--- src/rtl/pwm_pkg.sv ---
// Shared types and helpers for the PWM duty monitor: FSM state encoding and period arithmetic.
package pwm_pkg;

    typedef enum logic [1:0] {
        IDLE,
        ALIGN,
        MEASURE,
        DONE
    } monitor_state_t;

    function automatic int unsigned pwm_period(input int unsigned res);
        return 32'd1 << res;
    endfunction

endpackage

--- src/rtl/sample_fifo.sv ---
// First-word-fall-through FIFO; head entry is presented on pop_data whenever not empty.
module sample_fifo #(
    parameter int WIDTH = 8,
    parameter int DEPTH = 4
) (
    input  logic             clk,
    input  logic             rst,
    input  logic             push,
    input  logic [WIDTH-1:0] push_data,
    input  logic             pop,
    output logic [WIDTH-1:0] pop_data,
    output logic             full,
    output logic             empty
);
    localparam int AW = $clog2(DEPTH);

    logic [WIDTH-1:0] mem [DEPTH];
    logic [AW-1:0]    wr_ptr;
    logic [AW-1:0]    rd_ptr;
    logic [AW:0]      count;
    logic             wr_en;
    logic             rd_en;

    // A full FIFO still accepts a push when the head leaves in the same cycle.
    assign wr_en = push && (!full || pop);
    assign rd_en = pop && !empty;
    assign full  = (count == (AW+1)'(DEPTH));
    assign empty = (count == '0);

    // NOTE: storage has no reset; occupancy is tracked by count, and the head is masked while empty.
    always_ff @(posedge clk) begin
        if (wr_en) begin
            mem[wr_ptr] <= push_data;
        end
    end

    // NOTE: sequential state uses non-blocking assignments so every register samples pre-edge values.
    always_ff @(posedge clk) begin
        if (rst) begin
            wr_ptr <= '0;
            rd_ptr <= '0;
            count  <= '0;
        end else begin
            if (wr_en) wr_ptr <= wr_ptr + AW'(1);
            if (rd_en) rd_ptr <= rd_ptr + AW'(1);
            case ({wr_en, rd_en})
                2'b10:   count <= count + (AW+1)'(1);
                2'b01:   count <= count - (AW+1)'(1);
                default: count <= count;
            endcase
        end
    end

    assign pop_data = empty ? '0 : mem[rd_ptr];

endmodule

--- src/rtl/pwm_duty_monitor.sv ---
// Measures PWM high-time per period over a triggered burst and streams samples through a FIFO.
// Optional monotonic-shape checker enabled by defining PWM_DUTY_SHAPE_CHECK_EN.
module pwm_duty_monitor
    import pwm_pkg::*;
#(
    parameter int PWM_RESOLUTION = 16,
    parameter int D              = 8,
    parameter int ALIGN_DELAY    = 2,
    parameter int FIFO_DEPTH     = 4
) (
    input  logic                      clk,
    input  logic                      rst,
    input  logic                      trigger_in,
    input  logic [D-1:0]              duration_in,
    input  logic                      waveform_in,
    output logic [PWM_RESOLUTION:0]   sample_data,
    output logic [D-1:0]              sample_index,
    output logic                      sample_last,
    output logic                      sample_valid,
    input  logic                      sample_ready,
    output logic                      busy,
    output logic                      done,
    output logic                      overflow,
    output logic                      shape_err
);
    localparam int unsigned PERIOD = pwm_period(PWM_RESOLUTION);
    localparam int CW = PWM_RESOLUTION + 1;
    localparam int AW = (ALIGN_DELAY > 1) ? $clog2(ALIGN_DELAY) : 1;
    localparam logic [PWM_RESOLUTION-1:0] PHASE_LAST = PWM_RESOLUTION'(PERIOD - 1);
    localparam logic [AW-1:0] ALIGN_LAST = AW'((ALIGN_DELAY > 0) ? ALIGN_DELAY - 1 : 0);

    typedef struct packed {
        logic [CW-1:0] data;
        logic [D-1:0]  index;
        logic          last;
    } sample_t;

    monitor_state_t            state, state_n;
    logic                      trig_q;
    logic [D-1:0]              dur;
    logic [D-1:0]              idx;
    logic [PWM_RESOLUTION-1:0] phase;
    logic [CW-1:0]             hi_cnt;
    logic [CW-1:0]             hi_now;
    logic [AW-1:0]             align_cnt;
    logic                      overflow_q;
    logic                      rise;
    logic                      accept;
    logic                      push;
    logic                      pop;
    logic                      drop;
    logic                      fifo_full;
    logic                      fifo_empty;
    sample_t                   push_sample;
    sample_t                   head;

    assign rise   = trigger_in && !trig_q;
    assign hi_now = hi_cnt + CW'(waveform_in);

    // NOTE: every always_comb output gets a default first so no path can infer a latch.
    always_comb begin
        state_n = state;
        accept  = 1'b0;
        push    = 1'b0;
        case (state)
            IDLE: begin
                if (rise) begin
                    accept = 1'b1;
                    if (duration_in == '0)    state_n = DONE;
                    else if (ALIGN_DELAY == 0) state_n = MEASURE;
                    else                       state_n = ALIGN;
                end
            end
            ALIGN: begin
                if (align_cnt == ALIGN_LAST) state_n = MEASURE;
            end
            MEASURE: begin
                if (phase == PHASE_LAST) begin
                    push = 1'b1;
                    if (idx == dur - D'(1)) state_n = DONE;
                end
            end
            DONE:    state_n = IDLE;
            default: state_n = IDLE;
        endcase
    end

    always_ff @(posedge clk) begin
        if (rst) state <= IDLE;
        else     state <= state_n;
    end

    always_ff @(posedge clk) begin
        if (rst) begin
            trig_q     <= 1'b0;
            dur        <= '0;
            idx        <= '0;
            phase      <= '0;
            hi_cnt     <= '0;
            align_cnt  <= '0;
            overflow_q <= 1'b0;
        end else begin
            trig_q <= trigger_in;
            if (accept) begin
                dur        <= duration_in;
                idx        <= '0;
                phase      <= '0;
                hi_cnt     <= '0;
                align_cnt  <= '0;
                overflow_q <= 1'b0;
            end else begin
                if (state == ALIGN) align_cnt <= align_cnt + AW'(1);
                if (state == MEASURE) begin
                    phase <= phase + PWM_RESOLUTION'(1);
                    if (push) begin
                        hi_cnt <= '0;
                        idx    <= idx + D'(1);
                    end else begin
                        hi_cnt <= hi_now;
                    end
                end
                if (drop) overflow_q <= 1'b1;
            end
        end
    end

    assign push_sample.data  = hi_now;
    assign push_sample.index = idx;
    assign push_sample.last  = (idx == dur - D'(1));

    assign pop  = !fifo_empty && sample_ready;
    assign drop = push && fifo_full && !pop;

    sample_fifo #(
        .WIDTH ($bits(sample_t)),
        .DEPTH (FIFO_DEPTH)
    ) u_fifo (
        .clk       (clk),
        .rst       (rst),
        .push      (push),
        .push_data (push_sample),
        .pop       (pop),
        .pop_data  (head),
        .full      (fifo_full),
        .empty     (fifo_empty)
    );

    assign sample_data  = head.data;
    assign sample_index = head.index;
    assign sample_last  = head.last;
    assign sample_valid = !fifo_empty;
    assign busy         = (state == ALIGN) || (state == MEASURE);
    assign done         = (state == DONE);
    assign overflow     = overflow_q;

`ifdef PWM_DUTY_SHAPE_CHECK_EN
    // The half is chosen by the earlier sample of each pair, so a peak at idx dur/2 is legal.
    logic [CW-1:0] prev_data;
    logic [D-1:0]  prev_idx;
    logic          violation;
    logic          shape_q;

    always_comb begin
        prev_idx  = idx - D'(1);
        violation = 1'b0;
        if (push && idx != '0) begin
            if (prev_idx < (dur >> 1)) violation = (hi_now < prev_data);
            else                       violation = (hi_now > prev_data);
        end
    end

    always_ff @(posedge clk) begin
        if (rst) begin
            prev_data <= '0;
            shape_q   <= 1'b0;
        end else begin
            if (accept)         shape_q <= 1'b0;
            else if (violation) shape_q <= 1'b1;
            if (push) prev_data <= hi_now;
        end
    end

    assign shape_err = shape_q;
`else
    assign shape_err = 1'b0;
`endif

endmodule

--- config.mk ---
export PLATFORM = sky130hd
export DESIGN_NAME = pwm_duty_monitor
export DESIGN_NICKNAME = d
export VERILOG_FILES = /design/src/rtl/pwm_pkg.sv /design/src/rtl/sample_fifo.sv /design/src/rtl/pwm_duty_monitor.sv
export SDC_FILE = /design/constraint.sdc
export NUM_CORES = 1
export LEC_CHECK = 0
export ABC_AREA = 1
export CELL_PAD_IN_SITES_DETAIL_PLACEMENT = 2
export CELL_PAD_IN_SITES_GLOBAL_PLACEMENT = 2
export CORE_MARGIN = 3
export CORE_UTILIZATION = 40
export CTS_CLUSTER_SIZE = 40
export DETAILED_ROUTE_END_ITERATION = 12
export PLACE_DENSITY = 0.88
export REMOVE_ABC_BUFFERS = 1
export SLEW_MARGIN = 30
export SYNTH_ARGS = -nofsm -noshare
export SYNTH_HDL_FRONTEND = slang
export SYNTH_SLANG_ARGS = --single-unit
--- constraint.sdc ---
create_clock -name clk -period 6 [get_ports clk]
set_input_delay 0.9 -clock clk [delete_from_list [all_inputs] [get_ports clk]]
set_output_delay 0.9 -clock clk [all_outputs]
set_load 0.005 [all_outputs]
---- Yosys cells after proc, flatten, opt, wreduce, memory -nomap -nowiden ----
Memories as Yosys holds them, arrays and structs flattened. A register that Yosys moved wholly into a read port is not among the register bits.
Cells that the tools add are included.
cells by class
  add/sub/neg operators ................... 9
  eq/ne operators ......................... 12
  muxes and demuxes ....................... 17
  reduce and logical (&&, ||, !) cells .... 19
operators by type and width
  operator                 number
  $mux W26                 1
  $add A17 B1 Y17          1
  $mux W17                 1
  $add A16 B1 Y16 const B  1
  $eq A16 B16 Y1 const B   1
  $mux W2                  7
  $add A8 B1 Y8 const B    1
  $eq A8 B8 Y1             1
  $logic_not A8 Y1         1
  $pmux W2 S4              1
  $sub A8 B1 Y8 const B    1
  $eq A2 B2 Y1 const B     3
  $logic_and A1 B1 Y1      6
  $mux W1                  6
  $ne A2 B2 Y1 const B     3
  $pmux W3 S2              1
  $add A2 B1 Y2 const B    2
  $eq A2 B1 Y1 const B     2
  $logic_not A1 Y1         4
  $reduce_and A4 Y1        1
  $add A3 B1 Y3 const B    1
  $eq A3 B3 Y1 const B     1
  $logic_not A3 Y1         1
  $sub A3 B1 Y3 const B    1
  7 further kinds          8
word-level totals
  bits in registers ....................... 61
  bits in writable memories ............... 104
  input bits .............................. 13
  output and inout bits ................... 31
  logic and storage cells ................. 69
  memories ................................ 1
memory list
  memory      words  width  rd ports  clocked after memory_dff  wr ports  RTL line           RTL
  u_fifo.mem  4      26     1         1                         1         sample_fifo.sv:17  logic [WIDTH-1:0] mem [DEPTH];

---- Depth between registers and ports, before layout ----
  depth after elaboration ................. 7
  depth in mapped cells ................... 15
  gate-level depth less buffers ........... 14

---- By module ----
Synthesis repeated with hierarchy kept, for this count alone.
second synthesis, totals
  cells, all modules ...................... 788
  area total of the unflattened synthesis .. 7,516.0 um^2
by module, submodules not included
  module            times used  cells each  area each (um^2)  sequential area each (um^2)
  sample_fifo       1           380         4,555.6           3,303.2
  pwm_duty_monitor  1           408         2,960.3           1,081.0

---- Least setup slack after synthesis ----
OpenSTA, ideal clock, no wires.
  kind .................................... register to register
  start point ............................. register state[0]
  end point ............................... memory u_fifo.mem[0][0] (netlist name) (enable)
  setup time .............................. 0.409 ns
  arrival time ............................ 2.381 ns
  data required time ...................... 5.591 ns
  setup slack ............................. 3.211 ns
  stages on the path, launching flop included .. 10
  buffers on the path ..................... 1
  period minus slack after synthesis ...... 2.789 ns
  cells stage by stage .................... dfxtp_1 inv_1 ha_1 buf_4 inv_4 nor2_4 nand2_2 nor2_4 nand3_2 nor2_1
between the ends
  cells in the longest elaborated chain, start to end .. 5
ends and longest elaborated chain
  item                           RTL line                RTL
  start: declaration             pwm_duty_monitor.sv:38  monitor_state_t state, state_n;
  start signal: assignment       pwm_duty_monitor.sv:90  else state <= state_n;
  $eq A2 B2 Y1                   pwm_duty_monitor.sv:65  case (state)
  $mux W1                        pwm_duty_monitor.sv:65
  $logic_and A1 B1 Y1            sample_fifo.sv:25       assign wr_en = push && (!full || pop);
  $mux W1                        sample_fifo.sv:32       if (wr_en) begin
  $mux W1 (implied by the code)  sample_fifo.sv:33       mem[wr_ptr] <= push_data;
  end: declaration               sample_fifo.sv:17
No other way between the ends.

==> impl_metrics.yaml <==
outcome:
  status: "completed"
setup_path:
  crit-reg2reg-launch: "state[0]"
  start_kind: "register"
  cp_cell_sequence: "buf_4 > inv_2 > o21ai_0 > a21oi_1 > clkdlybuf4s50_1"
  crit_required_ns: 5.10
  crit_type: "register to primary output"
  arrival_ns: 2.84
  slowest_delay_ns: 0.67
  endpoint_kind: "primary output"
  cp_slowest_cell: "inv_2"
  crit_fanout: 53
power:
  p_comb_share_pct: 11.0
  p_per_area_nw_per_um2: 304.5
  p_clk_share_pct: 42.2
  leakage_nw: 3.237
  ir_drop_v: 0.0001395
  total_power_mw: 2.670
  switching_power_mw: 0.7519
  internal_power_mw: 1.918
  p_sw_share_pct: 28.16
  power_frac_seq_pct: 46.8
floorplan:
  io_pins: 44
  die_w_um: 143.2
  core_um2: 18210
  die-area_um2: 20490
  die_h_um: 143.2
  start_util_pct: 41.32
  rows: 49
routing:
  firstDrtPassIters: 4
  routed_via_density: 5.457
  drc_errors: 0
  avgRoutedWirePerCell_um: 21.95
  num_vias: 6014
  first_iter_violations: 364
  final_antenna_net_count: 0
  wl_um: 24190
run:
  max-cap-violations: 0
synth:
  muxShareOfSynthArea_pct: 0
  syn_avg_cell_area_um2: 9.154
  synth_xor_xnor_area_share_pct: 1.979
  syn_inst: 822
  ys_types: 44
  synth_edf_count: 104
  synth_top_area_share_pct: 41.50
  ys_ff_latch: 167
  netlist_area_um2: 7525
  synthTopCellsByArea: "edfxtp_1 42%, dfxtp_1 17%, nor2_1 7.6%"
  synth_top_family_by_area: "simple AND/OR/NAND/NOR gates"
  ys_warn_count: 0
  synth_compound_area_share_pct: 10.97
  seq_area_frac_synth_pct: 58.26
  synth_flop_cell: "edfxtp_1"
  async_flop_share_pct: 0
  yosys.area.top_type: "edfxtp_1"
  synth_fa_ha_area_share_pct: 2.760
  synth_simple_gate_area_share_pct: 19.57
timing:
  max_freq_mhz: 267.1
  period_minus_slack_ns: 3.745
  rsz0062_at_grt: "no"
  setup_viol: 0
  finalMaxSlewViolations: 0
  post-route-period-util_pct: 62.41
  hold_viol_final: 0
  max_slew.worst_pin.slew_ns: 0.9094
  relSlewSlack_pct: 39.23
  finClkSkew_ns: 0.008216
  setup-tns-final_ns: 0
  timing.hold.ws_ns: 0.4681
global_routing:
  grtUsageTotal_pct: 24.70
  grt.overflow.total: 0
  grt_pass1_wl_um: 38600
  grt_pass1_vias: 6922
  grt_max_degree: 54
  antenna_found_initial: 0
clock_network:
  cts-buffers-inserted: 17
  cts_sinks: 167
  postCtsHoldBufs: 0
  cts-root-buf: "clkbuf_16"
  cts_resized: 0
  clk_latency_ns: 0.43
  cts_max_level: 4
  cts_tree: "yes"
  cts_setup_buffers: 0
  cts.clk_slew.worst_paths_ns: 0.07
  clockBufferDepth: 2
layout:
  nFillCells: 1922
  num_antenna_cells: 0
  multi_input_area_um2: 2679
  area_delta_synth_final_pct: 16.53
  register_area_um2: 4384
  layout_common_cells: "149 x nor2_1, 114 x nand2_1, 104 x edfxtp_1"
  layout-drive-gt1-share_pct: 8.820
  layout_commonest_cell: "nor2_1"
  final_util_pct: 48.16
  nNetsFinal: 889
min_path:
  hold_path.class: "register to register"
  hp-start: "phase[7]"
place:
  place.port_buffers: 42
  gp_congestion: 0.8273
  hpwl_um: 15190
## kinds of logic after synthesis
kind of cell,count (synthesis)
compound gates,161
buf+inv,123
fa+ha+maj,16
other cells,1
flops,167
xor+xnor,17
simple gates,337
## synth_stat cells, types with 2 or more instances
cell      count
a21oi_1      75
nor2_1      153
a211oi_1      2
nor3_1        7
or2_2         2
edfxtp_1    104
clkbuf_1     18
dfxtp_1      63
nor2_2        5
ha_1         15
nor4_1        4
nand3_1      23
nand2_1     114
xnor2_1       4
nand2_2       6
buf_4         3
nor3_2        3
inv_1        86
nand3_2       5
and2_1        2
nor2_4        3
clkinv_1      2
o21ai_1       2
o21ai_0      76
buf_1         4
buf_2         4
inv_2         4
nand4_1       5
xor2_1       13
## sequential cells by signal (all words and copies together) (netlist names), named ones only
signal and cells:
u_fifo.mem 104, hi_cnt 17, phase 16, dur 8, idx 8, u_fifo.count 3, state 2, u_fifo.rd_ptr 2
u_fifo.wr_ptr 2, align_cnt 1, overflow 1, trig_q 1
## critical path, delay by kind of cell, from the launching register on
family                 cells  cell delay (ns)
AOI/OAI and AO/OA          2             0.54
buffers and inverters      3             1.54
DFF                        1             0.32
## layer usage
| layer | up-vias | GRT usage [%] | wire, um |
|---|---|---|---|
| met5 | - | 0 | 0 |
| met4 | 0 | 8.754 | 473 |
| met3 | 35 | 3.684 | 772 |
| met2 | 126 | 46.12 | 13060 |
| met1 | 3066 | 28.64 | 9885 |
| li1 | 2787 | - | - |
## cell type report
class                           count  area share [%]
Sequential cell                   167           50.00
Inverter                           94           4.067
Timing Repair Buffer               48           5.308
Clock buffer                       17           4.852
Tap cell                          229           3.268
Multi-Input combinational cell    532           30.55
Clock inverter                     15           1.955
## power groups by stage
stage               Sequential (mW)  Clock [mW]  Combinational, mW
detailed placement             1.27           0              0.280
global placement               1.27           0              0.257
global route                   1.25        1.20              0.331
CTS                            1.25        1.15              0.294
floorplan                      1.27           0              0.187
finish                         1.25        1.13              0.293
## path summary, 6_finish.rpt
check / slack [ns] / cells past startpoint / end
worst max-delay path: 2.26 / 5 / sample_data[0]
worst min-delay path: 0.47 / 2 / phase[7]
worst max register to register: 2.90 / 14 / u_fifo.count[2]
worst min register to register: 0.47 / 2 / phase[7]
## through the flow
stage,setup slack [ns],instance area [um^2],std cells
detailed placement,2.706,8172,1070
global placement,2.887,8172,1070
global route,2.013,8768,1102
floorplan,3.049,7400,793
finish,2.255,8768,1102
CTS,2.194,8768,1102
Note: power is estimated with default switching activity, not from simulation.
